===== src/rtl/fnd_pkg.sv =====
// fnd_pkg: shared constants and helpers for the 7-segment display controller.
// Segment codes are active-low {dp,g,f,e,d,c,b,a}.
package fnd_pkg;

  typedef logic [1:0] digit_idx_t;

  localparam int DP_BIT = 7;

  localparam logic [7:0] SEG_LUT [0:9] = '{
    8'hC0, 8'hF9, 8'hA4, 8'hB0, 8'h99,
    8'h92, 8'h82, 8'hF8, 8'h80, 8'h90
  };

  localparam logic [3:0] COM_PATTERN [0:3] = '{
    4'b1110, 4'b1101, 4'b1011, 4'b0111
  };

  // Tens or ones digit of a 7-bit value, taken mod 100.
  function automatic logic [3:0] dec_digit(
    input logic [6:0] v,
    input logic       tens
  );
    logic [6:0] m;
    logic [6:0] q;
    m = v % 7'd100;
    q = tens ? (m / 7'd10) : (m % 7'd10);
    return q[3:0];
  endfunction

endpackage


===== src/rtl/fnd_bcd_to_seg.sv =====
// fnd_bcd_to_seg: one decimal digit plus dp to active-low segments.
// Codes 10..15 blank the whole digit, dp included.
module fnd_bcd_to_seg
  import fnd_pkg::*;
(
  input  logic [3:0] i_digit,
  input  logic       i_dp,
  output logic [7:0] o_seg
);

  // LUT lookup; dp driven low when lit.
  always_comb begin
    o_seg = 8'hFF;
    if (i_digit <= 4'd9) begin
      o_seg         = SEG_LUT[i_digit];
      o_seg[DP_BIT] = ~i_dp;
    end
  end

endmodule


===== src/rtl/fnd_controller.sv =====
// fnd_controller: 4-digit multiplexed display of SS.CC or HH.MM.
// Optional DOT_BLINK_EN: separator dp lit only while msec < 50.
module fnd_controller
  import fnd_pkg::*;
#(
  parameter int SCAN_COUNT = 100_000
) (
  input  logic       clk,
  input  logic       reset,
  input  logic       sel_mode,
  input  logic [6:0] msec,
  input  logic [6:0] sec,
  input  logic [6:0] min,
  input  logic [6:0] hour,
  output logic [3:0] fnd_com,
  output logic [7:0] fnd_data
);

  localparam int CW = $clog2(SCAN_COUNT);
  localparam logic [CW-1:0] LAST = CW'(SCAN_COUNT - 1);

  logic [CW-1:0] r_cnt;
  digit_idx_t    r_idx;
  logic          w_tick;
  logic [6:0]    w_low;
  logic [6:0]    w_high;
  logic [3:0]    w_digit;
  logic          w_dp;
  logic [7:0]    w_seg;

  assign w_tick = (r_cnt == LAST);

  // Slot timer: wraps every SCAN_COUNT cycles.
  always_ff @(posedge clk or posedge reset) begin
    if (reset) r_cnt <= '0;
    else if (w_tick) r_cnt <= '0;
    else r_cnt <= r_cnt + 1'b1;
  end

  // Digit index advances once per slot.
  always_ff @(posedge clk or posedge reset) begin
    if (reset) r_idx <= '0;
    else if (w_tick) r_idx <= r_idx + 1'b1;
  end

  // Field select, digit split and separator dp for the current slot.
  always_comb begin
    w_low   = sel_mode ? min : msec;
    w_high  = sel_mode ? hour : sec;
    w_digit = 4'd0;
    unique case (r_idx)
      2'd0: w_digit = dec_digit(w_low, 1'b0);
      2'd1: w_digit = dec_digit(w_low, 1'b1);
      2'd2: w_digit = dec_digit(w_high, 1'b0);
      2'd3: w_digit = dec_digit(w_high, 1'b1);
    endcase
`ifdef DOT_BLINK_EN
    w_dp = (r_idx == 2'd2) && (msec < 7'd50);
`else
    w_dp = (r_idx == 2'd2);
`endif
  end

  fnd_bcd_to_seg u_seg (
    .i_digit (w_digit),
    .i_dp    (w_dp),
    .o_seg   (w_seg)
  );

  // Registered outputs, com and data aligned.
  always_ff @(posedge clk or posedge reset) begin
    if (reset) begin
      fnd_com  <= 4'b1111;
      fnd_data <= 8'hFF;
    end else begin
      fnd_com  <= COM_PATTERN[r_idx];
      fnd_data <= w_seg;
    end
  end

endmodule

===== config.mk =====
export PLATFORM = sky130hd
export DESIGN_NAME = fnd_controller
export DESIGN_NICKNAME = d
export VERILOG_FILES = /design/src/rtl/fnd_pkg.sv /design/src/rtl/fnd_bcd_to_seg.sv /design/src/rtl/fnd_controller.sv
export SDC_FILE = /design/constraint.sdc
export NUM_CORES = 1
export LEC_CHECK = 0
export ABC_AREA = 1
export CAP_MARGIN = 20
export CELL_PAD_IN_SITES_DETAIL_PLACEMENT = 1
export CELL_PAD_IN_SITES_GLOBAL_PLACEMENT = 2
export CORE_MARGIN = 3
export CORE_UTILIZATION = 30
export CTS_BUF_LIST = sky130_fd_sc_hd__clkbuf_16
export CTS_CLUSTER_SIZE = 10
export DETAILED_ROUTE_END_ITERATION = 6
export MAX_ROUTING_LAYER = met4
export PLACE_DENSITY = 0.82
export SYNTH_ARGS = -nofsm -noshare
export SYNTH_HDL_FRONTEND = slang
export SYNTH_HIERARCHICAL = 1
export SYNTH_SLANG_ARGS = --single-unit

===== constraint.sdc =====
create_clock -name clk -period 4.87 [get_ports clk]
set_input_delay 0.974 -clock clk [delete_from_list [all_inputs] [get_ports clk]]
set_output_delay 0.974 -clock clk [all_outputs]
set_load 0.01 [all_outputs]

# Word level (Yosys, flattened, before mapping)
# Memories as Yosys holds them, arrays and structs flattened.
# Index checks and enable logic that the tools add are counted.
# W data, S select, Z words.
[classes] reduce_logical=1 bitwise_logic=3 order_cmp=3 eq_ne=4 add_sub_neg=2 mux=10 div=6
[op_table] cell="$mux W7" count=4
[op_table] cell="$add A17 B1 Y17 const B" count=1
[op_table] cell="$eq A17 B17 Y1 const B" count=1
[op_table] cell="$mux W17" count=1
[op_table] cell="$pmux W4 S4" count=1
[op_table] cell="$div A7 B4 Y7 const B" count=2
[op_table] cell="$mod A7 B4 Y7 const B" count=2
[op_table] cell="$mod A7 B7 Y7 const B" count=2
[op_table] cell="$bmux W4 S2" count=1
[op_table] cell="$mux W4" count=2
[op_table] cell="$mux W8" count=1
[op_table] cell="$ge A5 B5 Y1 const B" count=1
[op_table] cell="$not A4 Y5" count=1
[op_table] cell="$eq A2 B2 Y1 const B" count=2
[op_table] cell="$le A4 B4 Y1 const B" count=1
[op_table] cell="$ge A3 B3 Y1 const B" count=1
[op_table] cell="$not A2 Y3" count=1
[op_table] cell="$add A2 B1 Y2 const B" count=1
[op_table] cell="$eq A2 B1 Y1 const B" count=1
[op_table] cell="$logic_not A2 Y1" count=1
[op_table] cell="$not A1 Y1" count=1
[word_totals] register_bits=31 mem_bits_ro=128 wordCells=34 mem_count=1 inputBits=31 out_inout_bits=12
[mem_list] name="(name not given)" depth=16 width=8 rd=1 rd_clocked_by_memory_dff=0 wr=0 line_no="fnd_bcd_to_seg.sv:15" rtl="o_seg = SEG_LUT[i_digit];"

# Longest topological paths before layout
# Gate-level depths: netlist of the first run.
[logic_depth] ltp_word=9 mapped_depth=38 ltp_nobuf=38

# Cells and area by module
# Netlist of the first run, hierarchy kept.
[by_module_without_submodules] mod="fnd_controller" cells_per_inst=448 n_inst=1 seq_area_each_um2=790.8 area_per_inst_um2=2945.3
[by_module_without_submodules] mod="fnd_bcd_to_seg" cells_per_inst=33 n_inst=1 seq_area_each_um2=0.0 area_per_inst_um2=198.9

# Worst setup path after synthesis of the first run
# Ideal clock, no wire load.
[synth_path] path_type="input to register" startpoint="in sel_mode" endpoint="reg fnd_data[3]" t_required_ps=4791 stages=36 setup_slack_ps=548 setup_time_ps=79 t_arrival_ps=4244 path_buffers=1 cell_sequence="buf_6 -> nand2_1 -> nand2_2 -> inv_2 -> ha_1 -> inv_1 -> nor2_1 -> nand2_1 -> nand2_2 -> nand3_1 -> nand3_1 -> nand2_1 -> nand2_4 -> nand3_4 -> nand2_4 -> nand2_2 -> nand2_1 -> nand2_2 -> ha_1 -> nand3_1 -> nand2_1 -> nand3_2 -> nand2_2 -> nand2_2 -> nand2_2 -> ha_1 -> nor2_2 -> nor2_4 -> nand3_1 -> nand3_1 -> nand2_1 -> inv_1 -> ha_1 -> nand2_1 -> inv_1 -> o21ai_0"
[synth_via] elab_chain_len=9 elab_cells_between_ends=15 classes_between="div: 6; order compare: 1; mux: 6; bitwise: 1; memory: 1"
[synth_rtl] item="start, declared" line_no="fnd_controller.sv:10" rtl="input logic sel_mode,"
[synth_rtl] item="$mux W7 (on tied branches)" line_no="fnd_controller.sv:49, fnd_controller.sv:48"
[synth_rtl] item="$mod A7 B7 Y7" line_no="fnd_pkg.sv:25" rtl="m = v % 7'd100;"
[synth_rtl] item="$div A7 B4 Y7 / $mod A7 B4 Y7 (equally long branches)"
[synth_rtl] item="$pmux W4 S4 (*)" line_no="fnd_controller.sv:51" rtl="unique case (r_idx)"
[synth_rtl] item="via w_digit[1]" line_no="fnd_controller.sv:27" rtl="logic [3:0] w_digit;"
[synth_rtl] item="$not A4 Y5 (not written as such)" line_no="fnd_bcd_to_seg.sv:15"
[synth_rtl] item="$mem_v2 Z16 W8"
[synth_rtl] item="$mux W7 (not written as such) (2 in a row)" line_no="fnd_bcd_to_seg.sv:15"
[synth_rtl] item="$mux W8 (*)" line_no="fnd_bcd_to_seg.sv:14" rtl="if (i_digit <= 4'd9) begin"
[synth_rtl] item="via w_seg[3]" line_no="fnd_controller.sv:29" rtl="logic [7:0] w_seg;"
[synth_rtl] item="end signal, assigned" line_no="fnd_controller.sv:77" rtl="fnd_data <= w_seg;"
[synth_rtl] item="end, declared" line_no="fnd_controller.sv:16" rtl="output logic [7:0] fnd_data"
# The timed path passes the listed nets; every way through them passes the cells marked *. The select of a mux whose other input is x is not followed.
# A chain may end at the register's enable or synchronous reset.

# Worst setup path in the final report of the first run
[layout_path] startpoint="in msec[2]" endpoint="reg fnd_data[3]"
[layout_via] elab_chain_len=9 elab_cells_between_ends=11 classes_between="div: 3; order compare: 1; mux: 5; bitwise: 1; memory: 1"
[layout_rtl] item="start, declared" line_no="fnd_controller.sv:11" rtl="input logic [6:0] msec,"
[layout_rtl] item="$mux W7 (*)" line_no="fnd_controller.sv:48" rtl="w_low = sel_mode ? min : msec;"
[layout_rtl] item="$mod A7 B7 Y7 (*)" line_no="fnd_pkg.sv:25"
[layout_rtl] item="$div A7 B4 Y7 / $mod A7 B4 Y7 (equally long branches)"
[layout_rtl] item="$pmux W4 S4 (*)" line_no="fnd_controller.sv:51"
[layout_rtl] item="via w_digit[1]" line_no="fnd_controller.sv:27"
[layout_rtl] item="$not A4 Y5 (not written as such)" line_no="fnd_bcd_to_seg.sv:15"
[layout_rtl] item="$mem_v2 Z16 W8"
[layout_rtl] item="$mux W7 (not written as such) (2 in a row)" line_no="fnd_bcd_to_seg.sv:15"
[layout_rtl] item="$mux W8 (*)" line_no="fnd_bcd_to_seg.sv:14"
[layout_rtl] item="via w_seg[3]" line_no="fnd_controller.sv:29"
# Marked as above.

==> reports/results.ini, run 1 <==
[detailed_routing]
antenna_left=0
routed_wl_um=8310
wirelength_met1_um=3560
detailroute.via_count=3150
post_drt_wl_per_cell_um=11.8
top_layer=met4
vias_per_cell=4.47
detail_route_met3_wl_um=138
detail_route.first_pass.iterations=4
drc_violation_count_after_routing=0
1st_iter_drt_viols=65
met2_wirelength_um=4540

[global_route]
grt_first_pass_wirelength_um=14100
grtUsageTotal_pct=14.9
antenna_found_initial=0
grt_start_max_net_pins=18
via_count_of_the_first_global_routing_pass=3247
grt.overflow.total=0

[place]
detailed_place_hpwl_um=7040
io_buffer_count=42
placement.cell_area_sq_um=4010
gp_routability_congestion=0.822

[cts]
cts_tree=yes
cts.hold.buffers_added=0
cts_htree_levels=2
cts-buffers-inserted=5
worstSkewPairLatency_ps=270
clk_pin_slew_ps=50
clkSinkCount=31
cts_max_path_buffers=2
root_buf_cell=sky130_fd_sc_hd__clkbuf_16

[final_layout]
num-fill-cells=1313
finish.net_count=623
fraction_of_final_layout_cells_sized_beyond_drive_strength_1_pct=27.3
final_area_sq_um=4270
n_antenna_cell=0
area.sequential_sq_um=791
layout.core_utilization_pct=42.7
multi_input_area_sq_um=2010
area_growth_syn_to_layout_pct=35.8

[synth]
ys_warn_count=6
post_synth_instance_area_sq_um=3140
syn_avg_cell_area_sq_um=6.54
mappedNetlistNets=534
synth_cell_types=35
synthCells=481
number_of_synthesized_register_bits=31
yosysSeqAreaShare_pct=25.1

[setup_path]
worst-path-max-fanout=4
timing.critical_path.max_delay_family=simple AND/OR/NAND/NOR gates
timing.reg2reg.setup_slack_ps=790
critical-path-top-cell-by-count=sky130_fd_sc_hd__nand2_2
critPathMaxStageDelay_ps=460
cp.required_ps=5080
setup.worst_path.class=input port to register
crit_path_start_kind=input port
timing.critical_path.slowest_stage_cell=sky130_fd_sc_hd__clkdlybuf4s50_1
critical_path_arrival_ps=4730
count_of_buffering_cells_on_the_critical_path_with_inverters_included=5
critical_path_capture_point_type=register

[timing]
report.final.slew_viol_count=0
finalClockSkew_ps=6.08
max_slew.worst_pin.slew_ps=573
maxClockFrequency_ghz=0.221
post-route-period-util_pct=92.8
setup_viol=0
hold_viol_final=0
timing.max_slew.rel_slack_pct=61.8
timing.final.crit_period_ps=4520

[power]
power.total_mw=1.36
power.density_cell_area_nw_per_um2=318
max-vdd-ir-drop_v=0.000164
p_leak_nw=2.25

[die]
core.rowCount=36
total_core_area_sq_um=10000
ios=43
die_area_sq_um=11700
die-width_um=108
initial_util_pct=31.4
die_height_um=108

[outcome]
run_status=finished clean

[run]
max_cap_viol=0

[worst_hold_path]
hold_path_class=register to register

-- cells in the final DEF, fill, tap and decap left out, types with 2 or more instances in the layout --
cell	n
sky130_fd_sc_hd__a21oi_1	10
sky130_fd_sc_hd__a31oi_1	2
sky130_fd_sc_hd__buf_4	44
sky130_fd_sc_hd__clkbuf_16	5
sky130_fd_sc_hd__clkdlybuf4s50_1	41
sky130_fd_sc_hd__clkinv_1	2
sky130_fd_sc_hd__dfrtp_1	19
sky130_fd_sc_hd__dfstp_2	12
sky130_fd_sc_hd__ha_1	18
sky130_fd_sc_hd__ha_2	2
sky130_fd_sc_hd__ha_4	2
sky130_fd_sc_hd__inv_1	89
sky130_fd_sc_hd__inv_2	9
sky130_fd_sc_hd__nand2_1	124
sky130_fd_sc_hd__nand2_2	43
sky130_fd_sc_hd__nand2_4	3
sky130_fd_sc_hd__nand3_1	25
sky130_fd_sc_hd__nand3_2	10
sky130_fd_sc_hd__nand3_4	2
sky130_fd_sc_hd__nand3b_1	3
sky130_fd_sc_hd__nand4_1	5
sky130_fd_sc_hd__nor2_1	38
sky130_fd_sc_hd__nor2_2	4
sky130_fd_sc_hd__nor2_4	4
sky130_fd_sc_hd__nor3_1	6
sky130_fd_sc_hd__nor4_1	4
sky130_fd_sc_hd__o21ai_0	11
sky130_fd_sc_hd__o21ai_1	4
sky130_fd_sc_hd__o21ai_2	9
sky130_fd_sc_hd__o22ai_1	2
sky130_fd_sc_hd__xnor2_1	3
sky130_fd_sc_hd__xor2_1	6
-- cell usage after synthesis, drive strengths merged --
master,n,area (sq um)
inv,99,372
dfstp,12,315
dfrtp,19,475
nor4,4,25.0
o211ai,2,20.0
a211oi,1,7.51
o21ai,25,159
buf,3,30.0
nor2,46,205
xnor2,3,26.3
nand3,37,245
nand4,5,31.3
nor3,6,30.0
nand2,170,758
a31oi,2,12.5
ha,22,275
clkbuf,2,7.51
nand3b,3,22.5
o21bai,1,7.51
o22ai,2,12.5
xor2,6,52.6
a21oi,10,50.1
clkinv,1,3.75
-- kinds of logic (layout without fill, tap and decap cells) --
kind of cell / count (synthesis) / count (layout) / share of synthesized area, %
xor+xnor: 9 / 9 / 2.51
flops: 31 / 31 / 25.1
buf+inv: 105 / 195 / 13.1
fa+ha+maj: 22 / 22 / 8.75
compound gates: 43 / 43 / 8.56
simple gates: 271 / 271 / 41.9
-- repair_timing --
action | 4_1_cts | 5_1_grt
buffers inserted | 0 | 3
cloned | 0 | 0
pin swaps | 0 | 8
resized for setup | 2 | 24
endpoints found under the setup margin | 1 | 8
-- layout make-up --
class | instances | share of cell area [%]
clock buffers | 5 | 2.93
clock inverters | 3 | 0.908
inverters | 100 | 8.85
multi-input cells | 345 | 47.2
flip-flops and latches | 31 | 18.5
well taps | 133 | 3.90
repair buffers | 87 | 17.7
-- routing by layer --
layer,global-route usage (%),up-vias
li1,-,1650
met1,16.5,1471
met2,28.7,23
met3,1.31,6
met4,2.98,0
met5,-,-
-- report_power, final --
group | switching (mW) | internal, mW
sequential | 0.00933 | 0.311
clock | 0.108 | 0.238
combinational | 0.384 | 0.308
total | 0.501 | 0.857
-- state kept, by name, summed over array words and instances, names as in the netlist --
signal / count
fnd_data: 8
r_cnt: 17
fnd_com: 4
r_idx: 2
-- worst reg2reg max path, delay by kind of cell, from the launching register on --
| family | cells | cell delay, ps |
|---|---|---|
| fa+ha+maj | 4 | 980 |
| compound gates | 2 | 430 |
| buf+inv | 5 | 670 |
| simple gates | 18 | 1510 |
| flops | 1 | 440 |
-- through the flow --
step	setup TNS (ps)	instances	setup slack (ps)	hold WS, ps
after global placement	-84.3	693	-36.5	447
after global routing	-328	704	-57.1	479
after detailed placement	-1900	693	-281	462
after floorplan	0	481	548	433
final	0	704	348	461
after CTS	0	701	215	469
-- worst paths after layout --
path                           from           to  depth (start not counted)
min                        r_cnt[0]     r_cnt[0]                          1
min reg2reg                r_cnt[0]     r_cnt[0]                          1
max                         msec[2]  fnd_data[3]                         37
max reg2reg                r_idx[0]  fnd_data[3]                         29
max in group asynchronous     reset   fnd_com[2]                          3
min in group asynchronous     reset    r_cnt[11]                          2
Power figures use the tool's default switching activity.
==> run 2: changes to the inputs <==
--- a/config.mk
+++ b/config.mk
@@ -12,7 +12,7 @@
 export CORE_MARGIN = 3
 export CORE_UTILIZATION = 30
 export CTS_BUF_LIST = sky130_fd_sc_hd__clkbuf_16
-export CTS_CLUSTER_SIZE = 10
+export CTS_CLUSTER_SIZE = 8
 export DETAILED_ROUTE_END_ITERATION = 6
 export MAX_ROUTING_LAYER = met4
 export PLACE_DENSITY = 0.82
==> results of run 2 <==
Same layout as run 1: the final DEF is identical, and so are final timing and power.
==> run 3: changes to the inputs <==
--- a/config.mk
+++ b/config.mk
@@ -14,8 +14,9 @@
 export CTS_BUF_LIST = sky130_fd_sc_hd__clkbuf_16
 export CTS_CLUSTER_SIZE = 8
 export DETAILED_ROUTE_END_ITERATION = 6
+export GPL_TIMING_DRIVEN = 0
 export MAX_ROUTING_LAYER = met4
-export PLACE_DENSITY = 0.82
+export PLACE_DENSITY_LB_ADDON = 0.1
 export SYNTH_ARGS = -nofsm -noshare
 export SYNTH_HDL_FRONTEND = slang
 export SYNTH_HIERARCHICAL = 1
==> reports/results.ini, run 3 (synthesized netlist as in run 1, its figures left out) <==
[global_route]
via_count_of_the_first_global_routing_pass=3069  ; -5.5%
grt_first_pass_wirelength_um=13700  ; -2.3%
grtUsageTotal_pct=14.8  ; -0.049 points
grt_start_max_net_pins=19  ; +1
antenna_found_initial=0  ; unchanged
grt.overflow.total=0  ; unchanged

[final_layout]
area_growth_syn_to_layout_pct=33.0
multi_input_area_sq_um=2100  ; +4.1%
n_antenna_cell=0  ; unchanged
finish.net_count=599  ; -3.9%
final_area_sq_um=4180  ; -2.1%
layout.core_utilization_pct=41.8  ; -0.88 points
num-fill-cells=1287  ; -2.0%
mostFrequentLayoutCell=sky130_fd_sc_hd__nand2_1
fraction_of_final_layout_cells_sized_beyond_drive_strength_1_pct=26.5  ; -0.81 points
reg.largest.list=r_cnt x17, fnd_data x8, fnd_com x4
most-common-layout-cells=sky130_fd_sc_hd__nand2_1 (120), sky130_fd_sc_hd__inv_1 (88), sky130_fd_sc_hd__nand2_2 (45)
number_of_flip_flops_in_the_largest_register=17  ; unchanged
area.sequential_sq_um=791  ; unchanged
max_flop_register=r_cnt

[timing]
hold_viol_final=0  ; unchanged
maxClockFrequency_ghz=0.218  ; -1.4%
report.final.slew_viol_count=0  ; unchanged
post-route-period-util_pct=94.2  ; +1.3 points
setup_viol=0  ; unchanged
finalClockSkew_ps=4.66  ; -1.41 ps
fin_worst_hold_slack_ps=463  ; +1.99 ps
timing.final.ws_setup_ps=284  ; -64.4 ps
max_slew.worst_pin.slew_ps=677  ; +104 ps
timing.final.crit_period_ps=4590  ; +64.4 ps
timing.max_slew.rel_slack_pct=54.8  ; -6.9 points

[detailed_routing]
detailroute.via_count=3020  ; -4.1%
detail_route.first_pass.iterations=4  ; unchanged
vias_per_cell=4.44  ; -0.74%
routed_wl_um=8220  ; -1.1%
post_drt_wl_per_cell_um=12.1  ; +2.4%
drc_violation_count_after_routing=0  ; unchanged
antenna_left=0  ; unchanged
1st_iter_drt_viols=89  ; +37%

[die]
core.rowCount=36  ; unchanged
die-width_um=108  ; unchanged
die_height_um=108  ; unchanged
total_core_area_sq_um=10000  ; unchanged
ios=43  ; unchanged
die_area_sq_um=11700  ; unchanged
initial_util_pct=31.4  ; unchanged

[cts]
cts_htree_levels=2  ; unchanged
clkSinkCount=31  ; unchanged
clk_pin_slew_ps=50  ; about the same
cts_tree=yes
root_buf_cell=sky130_fd_sc_hd__clkbuf_16
worstSkewPairLatency_ps=280  ; about the same
cts_max_path_buffers=2  ; unchanged
cts-buffers-inserted=5  ; unchanged

[setup_path]
reg2reg_from=r_idx[0]
cp.required_ps=5080  ; about the same
setup.worst_path.class=input port to register
critPathMaxStageDelay_ps=460  ; about the same
timing.critical_path.slowest_stage_cell=sky130_fd_sc_hd__clkdlybuf4s50_1
worst_setup_path_startpoint=msec[2]
critical_path_capture_point_type=register
worst-path-max-fanout=8  ; +4
critical-path-top-cell-by-count=sky130_fd_sc_hd__nand2_2
critical_path_arrival_ps=4790  ; +60 ps
crit_path_start_kind=input port

[place]
gp_routability_congestion=0.811  ; -1.4%
io_buffer_count=42  ; unchanged
placement.cell_area_sq_um=3750  ; -6.6%
detailed_place_hpwl_um=6790  ; -3.5%
detailedPlace.worstSlack_ps=-726  ; -445 ps

[outcome]
run_status=finished clean

[power]
clock_power_share_pct=25.7  ; +0.2 points
combinationalPowerShare_pct=50.4  ; -0.5 points
power.switching_fraction_pct=37.6  ; +0.71 points
power.density_cell_area_nw_per_um2=318  ; about the same
p_leak_nw=2.15  ; -4.5%
seqPwrFrac_pct=23.9  ; +0.3 points
switching_power_mw=0.500  ; -0.11%
internal_power_mw=0.830  ; -3.1%
max-vdd-ir-drop_v=0.000152  ; -7.1%

[worst_hold_path]
min-delay-start=r_cnt[0]
hold_path_class=register to register

[run]
max_cap_viol=0  ; unchanged

## run 3: final timing paths
| kind | cells after the start | slack [ps] | end |
|---|---|---|---|
| worst max register to register | 29 | 640 | fnd_data[2] |
| min in group asynchronous | 2 | 1100 | r_cnt[12] |
| worst min register to register | 1 | 460 | r_cnt[0] |
| max in group asynchronous | 3 | 3160 | fnd_com[2] |
| worst max-delay path | 37 | 280 | fnd_data[2] |
| worst min-delay path | 1 | 460 | r_cnt[0] |
## run 3: layout make-up
type	instances	share of cell area (%)
plain buffers	5	0.897
clock buffers	5	2.99
clock inverters	3	0.927
inverters	100	9.03
multi-input cells	345	50.1
flip-flops and latches	31	18.9
well taps	133	3.98
repair buffers	58	13.1
## run 3: power groups by stage
stage,clock network [mW],registers [mW],logic (mW)
floorplan,0,0.340,0.375
global placement,0,0.324,0.549
detailed placement,0,0.324,0.565
CTS,0.351,0.320,0.581
global route,0.364,0.321,0.760
finish,0.342,0.319,0.671
## run 3: repair_timing
| item | in CTS | in global routing |
|---|---|---|
| hold buffers | 0 | 0 |
| setup buffers | 3 | 12 |
| pin swaps | 2 | 18 |
| resized for setup | 8 | 35 |
| setup endpoints to repair | 8 | 8 |
## run 3: metrics by stage
stage                     setup TNS, ps  power (mW)  std cells
final                                 0        1.33        680
after global routing               -391        1.44        680
after CTS                             0        1.25        668
after detailed placement          -5290       0.889        657
after global placement            -4160       0.873        656
after floorplan                       0       0.715        481
## run 3: per-layer routing
layer,global-route usage (%),vias to the layer above,part of all wire (%)
met5,-,-,0
met4,4.33,0,1.3
met3,1.25,7,1.2
met2,27.5,18,53
met1,16.9,1399,45
li1,-,1596,-
## run 3: critical path, delay by kind of cell
kind,cells,cell delay [ps]
simple gates,28,2430
buf+inv,4,660
fa+ha+maj,4,610
compound gates,1,100
